==> config.mk <==
export PLATFORM = sky130hd
export DESIGN_NAME = piso_serializer
export DESIGN_NICKNAME = d
export VERILOG_FILES = /design/src/rtl/piso_serializer.sv
export SDC_FILE = /design/constraint.sdc
export NUM_CORES = 1
export LEC_CHECK = 0
export CAP_MARGIN = 20
export CORE_MARGIN = 1
export CORE_UTILIZATION = 45
export CTS_CLUSTER_DIAMETER = 100
export CTS_CLUSTER_SIZE = 25
export DETAILED_ROUTE_END_ITERATION = 16
export DONT_BUFFER_PORTS = 1
export PLACE_DENSITY_LB_ADDON = 0.15
export SYNTH_ARGS = -nofsm -noshare
export SYNTH_HDL_FRONTEND = slang
export SYNTH_SLANG_ARGS = --single-unit
==> constraint.sdc <==
create_clock -name clk -period 1.6 [get_ports clk]
set_input_delay 0.24 -clock clk [delete_from_list [all_inputs] [get_ports clk]]
set_output_delay 0.24 -clock clk [all_outputs]
set_load 0.01 [all_outputs]
==> src/rtl/piso_serializer.sv <==
// Parallel-in serial-out stage: serializes a WIDTH-bit word onto sout with frame strobes.
// Latency: first bit on sout the cycle after the accepting edge, then one bit per cycle.
// Backpressure: load_ready is low while shifting (except the last bit when GAP=0) and during the idle gap.
module piso_serializer #(
    parameter int WIDTH     = 4,
    parameter bit MSB_FIRST = 1'b1,
    parameter int GAP       = 0
) (
    input  logic             clk,
    input  logic             rst,
    input  logic             load_valid,
    input  logic [WIDTH-1:0] load_data,
    output logic             load_ready,
    output logic             sout,
    output logic             sout_valid,
    output logic             frame_start,
    output logic             frame_end,
    output logic             busy
);

    localparam int            CW       = $clog2(WIDTH);
    localparam logic [CW-1:0] BIT_LAST = CW'(WIDTH - 1);
    localparam logic [3:0]    GAP_LAST = (GAP > 0) ? 4'(GAP - 1) : 4'd0;

    typedef enum logic [1:0] {ST_IDLE, ST_SHIFT, ST_GAP} state_t;

    state_t           state, state_nxt;
    logic [WIDTH-1:0] shift_reg, shift_nxt;
    logic [CW-1:0]    bit_cnt, bit_nxt;
    logic [3:0]       gap_cnt, gap_nxt;
    logic             sout_nxt, sout_valid_nxt, frame_start_nxt, frame_end_nxt;
    logic             accept;

    function automatic logic head_bit(input logic [WIDTH-1:0] v);
        return MSB_FIRST ? v[WIDTH-1] : v[0];
    endfunction

    assign load_ready = (state == ST_IDLE) ||
                        ((GAP == 0) && (state == ST_SHIFT) && (bit_cnt == BIT_LAST));
    assign accept     = load_valid && load_ready;
    assign busy       = (state != ST_IDLE);

    always_comb begin
        state_nxt = state;
        shift_nxt = shift_reg;
        bit_nxt   = bit_cnt;
        gap_nxt   = gap_cnt;
        case (state)
            ST_IDLE: begin
                if (accept) begin
                    state_nxt = ST_SHIFT;
                    shift_nxt = load_data;
                    bit_nxt   = '0;
                end
            end
            ST_SHIFT: begin
                if (bit_cnt == BIT_LAST) begin
                    bit_nxt = '0;
                    if (GAP > 0) begin
                        state_nxt = ST_GAP;
                        gap_nxt   = 4'd0;
                    end else if (accept) begin
                        // seamless reload: next frame's first bit follows with no bubble
                        shift_nxt = load_data;
                    end else begin
                        state_nxt = ST_IDLE;
                    end
                end else begin
                    shift_nxt = MSB_FIRST ? {shift_reg[WIDTH-2:0], 1'b0}
                                          : {1'b0, shift_reg[WIDTH-1:1]};
                    bit_nxt   = bit_cnt + 1'b1;
                end
            end
            ST_GAP: begin
                if (gap_cnt == GAP_LAST) begin
                    state_nxt = ST_IDLE;
                    gap_nxt   = 4'd0;
                end else begin
                    gap_nxt = gap_cnt + 4'd1;
                end
            end
            default: state_nxt = ST_IDLE;
        endcase

        // outputs are registered, so decode them from the next-state values
        sout_valid_nxt  = (state_nxt == ST_SHIFT);
        sout_nxt        = sout_valid_nxt && head_bit(shift_nxt);
        frame_start_nxt = sout_valid_nxt && (bit_nxt == '0);
        frame_end_nxt   = sout_valid_nxt && (bit_nxt == BIT_LAST);
    end

    always_ff @(posedge clk or negedge rst) begin
        if (!rst) begin
            state       <= ST_IDLE;
            shift_reg   <= '0;
            bit_cnt     <= '0;
            gap_cnt     <= 4'd0;
            sout        <= 1'b0;
            sout_valid  <= 1'b0;
            frame_start <= 1'b0;
            frame_end   <= 1'b0;
        end else begin
            state       <= state_nxt;
            shift_reg   <= shift_nxt;
            bit_cnt     <= bit_nxt;
            gap_cnt     <= gap_nxt;
            sout        <= sout_nxt;
            sout_valid  <= sout_valid_nxt;
            frame_start <= frame_start_nxt;
            frame_end   <= frame_end_nxt;
        end
    end

endmodule

==> metrics.md <==
| Metric | Value |
|---|---|
| Status | completed |
| RSZ-0062 raised after global routing | false |
| Remaining Overflow, GRT | 0 |
| Number of flops mapped to enable cells by yosys | 0 |
| Number of post-CTS setup repair buffers | 0 |
| First-pass GRT wire length | 1860 microns |
| Setup TNS | 0 ps |
| DR iter-0 viols | 4 |
| Seq/Total Area, Yosys | 0.531 |
| Mapped Cells | 61 |
| Final hold violation count | 0 |
| Hold_sp | load_valid |
| Synth area leaders | dfrtp_1 53%, ha_1 5.3%, inv_1 3.7% |
| FILL cells | 115 |
| CTS Root Buffer Type | clkbuf_4 |
| Dpl ws | 218 ps |
| Vias | 431 |
| Worst slew pin tran | between 600 and 700 ps |
| Hold WS | 102 ps |
| Setup violations, final | 0 |
| Area of the multi-input gates | between 300 and 400 sq um |
| ANT nets after route | 0 |
| Num rows | 13 |
| Critical Path Source Type | flop |
| Max-cap check violation count | 0 |
| Syn Nets | 71 |
| Worst Path Arrival | 1300 ps |
| FF-to-FF setup slack | approximately 210 ps |
| Pleak | 0.369 nW |
| Post-synthesis register bit count | 15 |
| Most frequent cells after synthesis | 15 x dfrtp_1, 7 x inv_1, 4 x nor2_1 |
| Clock skew | 1.75 ps |
| Max reg flops | 4 |
| Cell Area, Synth | about 710 sq um |
| Hold depth | 2 |
| Share of cells above drive strength 1 | 0.169 |
| Critical path capture point type | output pin |
| ANT cells | 0 |
| CTS tree | yes |
| Largest net degree at the start of global routing | 16 |
| Clock sink count | 15 |
| Drt drc | 0 |
| Core area | between 1000 and 1500 sq um |
| Ys async rst share | 1.00 |
| FF+latch area | 375 sq um |
| Fin. max-slew vios | 0 |
| Clk pin slew, worst setup/hold paths | 80 ps |
| Post-DP HPWL | 800 microns |
| All-Layer GR Usage | 0.151 |
| Setup slack after layout | between 60 and 70 ps |
| Worst setup startpoint | bit_cnt[0]$_DFF_PN0_ |
| Worst-Skew Late Latency | 280 ps |
| FF-to-FF path depth | 3 |
| Number of port buffers | 0 |
| Top FF cell, synth | dfrtp_1 |
| Crit path required time | 1360 ps |
| Post-Syn Area per Cell | 11.6 sq um |
| IR drop worst, VDD | 1030 uV |
| Count leader, synth | dfrtp_1 |
| Via density | between 5 and 6 |
| Nets@finish | 76 |
| Period utilisation layout | 0.962 |
| H-tree depth | 1 |
| Initial core utilization | 0.511 |
| Worst hold path type | input pin to flop |
| CTS Buf Count | 3 |
| DRT Pass-1 Iters | 3 |
| Yosys cell types | 27 |
| Yosys warns | 0 |
| Yosys top cell by area | dfrtp_1 |
| I/O pins | 13 |
| Die Area | 1730 sq um |
| Area fraction of the dominant cell type after synthesis | 0.531 |
| CP Class | flop to output pin |
| Drt wl/cell | 14.2 microns |
| Die X | 41.6 microns |
| Area Growth Syn to Fin | 9.03% |
| Reg2reg start | state[1]$_DFF_PN0_ |
| Fmax achieved | 650 MHz |
| Chip Height | 41.6 microns |
| Pwr dens | roughly 1600 nW/um^2 |
| Worst relative slew slack | 0.570 |
| Final Wtd Congestion | approximately 0.74 |
| Clock Tree Buf Depth | 2 |
| Tmin final | ~1500 ps |
| Detailed Route WL | 1140 microns |
| Hold Crit Endpoint | state[0]$_DFF_PN0_ |
| Initial antenna violation count | 0 |
| Crit-path max FO | 6 |
| Vias in the first global route | ~410 |
| Reg2Reg Capture Point | gap_cnt[3]$_DFFE_PN0N_ |
-- where the power goes --
group	internal (W)	leakage (nW)	total, W	switching (W)
combinational	0.000214	0.161	0.000413	0.000199
clock	0.0000967	0.0150	0.000210	0.000114
sequential	0.000481	0.193	0.000581	0.0000994
-- cells in the final DEF (no fill, tap or decap), drive strengths merged, types with 2 or more instances in the layout --
cell type	count
o2bb2ai	2
clkbuf	4
nor2	4
a21o	2
mux2i	2
dfrtp	15
and3b	3
o21ai	2
ha	3
a32o	2
nand2	3
inv	7
a31oi	3
nand2b	2
-- cell families (layout without fill, tap and decap cells) --
logic type / count (synthesis) / count (layout) / synth area share
mux: 2 / 2 / 0.0283
simple gates: 19 / 19 / 0.166
compound gates: 13 / 13 / 0.156
flops: 15 / 15 / 0.531
xor+xnor: 1 / 1 / 0.0124
buf+inv: 8 / 12 / 0.0531
fa+ha+maj: 3 / 3 / 0.0531
-- worst max-delay path by stage --
stage                                     to  slack [ps]  cells past startpoint
floorplan           shift_reg[0]$_DFFE_PN0N_         310                      4
global route                      load_ready        0.01                      3
finish                            load_ready          60                      3
detailed placement     frame_start$_DFF_PN0_         220                      4
CTS                               load_ready          20                      3
global placement       frame_start$_DFF_PN0_         250                      4
-- per-stage QoR --
| stage | instance area [sq um] | total power (W) | cells | util |
|---|---|---|---|---|
| global route | 771 | 0.00130 | 80 | 0.557 |
| floorplan | 707 | 0.000874 | 61 | - |
| global placement | 714 | 0.000938 | 75 | 0.517 |
| detailed placement | 714 | 0.000942 | 75 | 0.517 |
| finish | 771 | 0.00120 | 80 | 0.557 |
| CTS | 756 | 0.00118 | 80 | 0.547 |
-- timing repair --
| item | 4_1_cts | 5_1_grt |
|---|---|---|
| hold endpoints to repair | 15 | 0 |
| hold buffers | 1 | 0 |
| resized for setup | 2 | 2 |
| endpoints found under the setup margin | 1 | 1 |
-- per-layer routing --
metal,GRT usage,vias up,share of wire
li1,-,221,-
met2,0.206,6,0.44
met1,0.190,202,0.53
met4,0.116,0,0.0097
met5,0,-,0
met3,0.0565,2,0.025
-- area by class of cell --
| class | instances | share of cell area |
|---|---|---|
| Clock buffer | 4 | 0.0341 |
| Multi-Input combinational cell | 38 | 0.407 |
| Tap cell | 15 | 0.0244 |
| Timing Repair Buffer | 1 | 0.0130 |
| Sequential cell | 15 | 0.487 |
| Inverter | 7 | 0.0341 |
-- critical path: stages, from the launching register on --
cell and delay [ps]:
dfrtp_1 440, ha_4 180, and2b_2 270, nor2_4 120
Power figures use the tool's default switching activity.
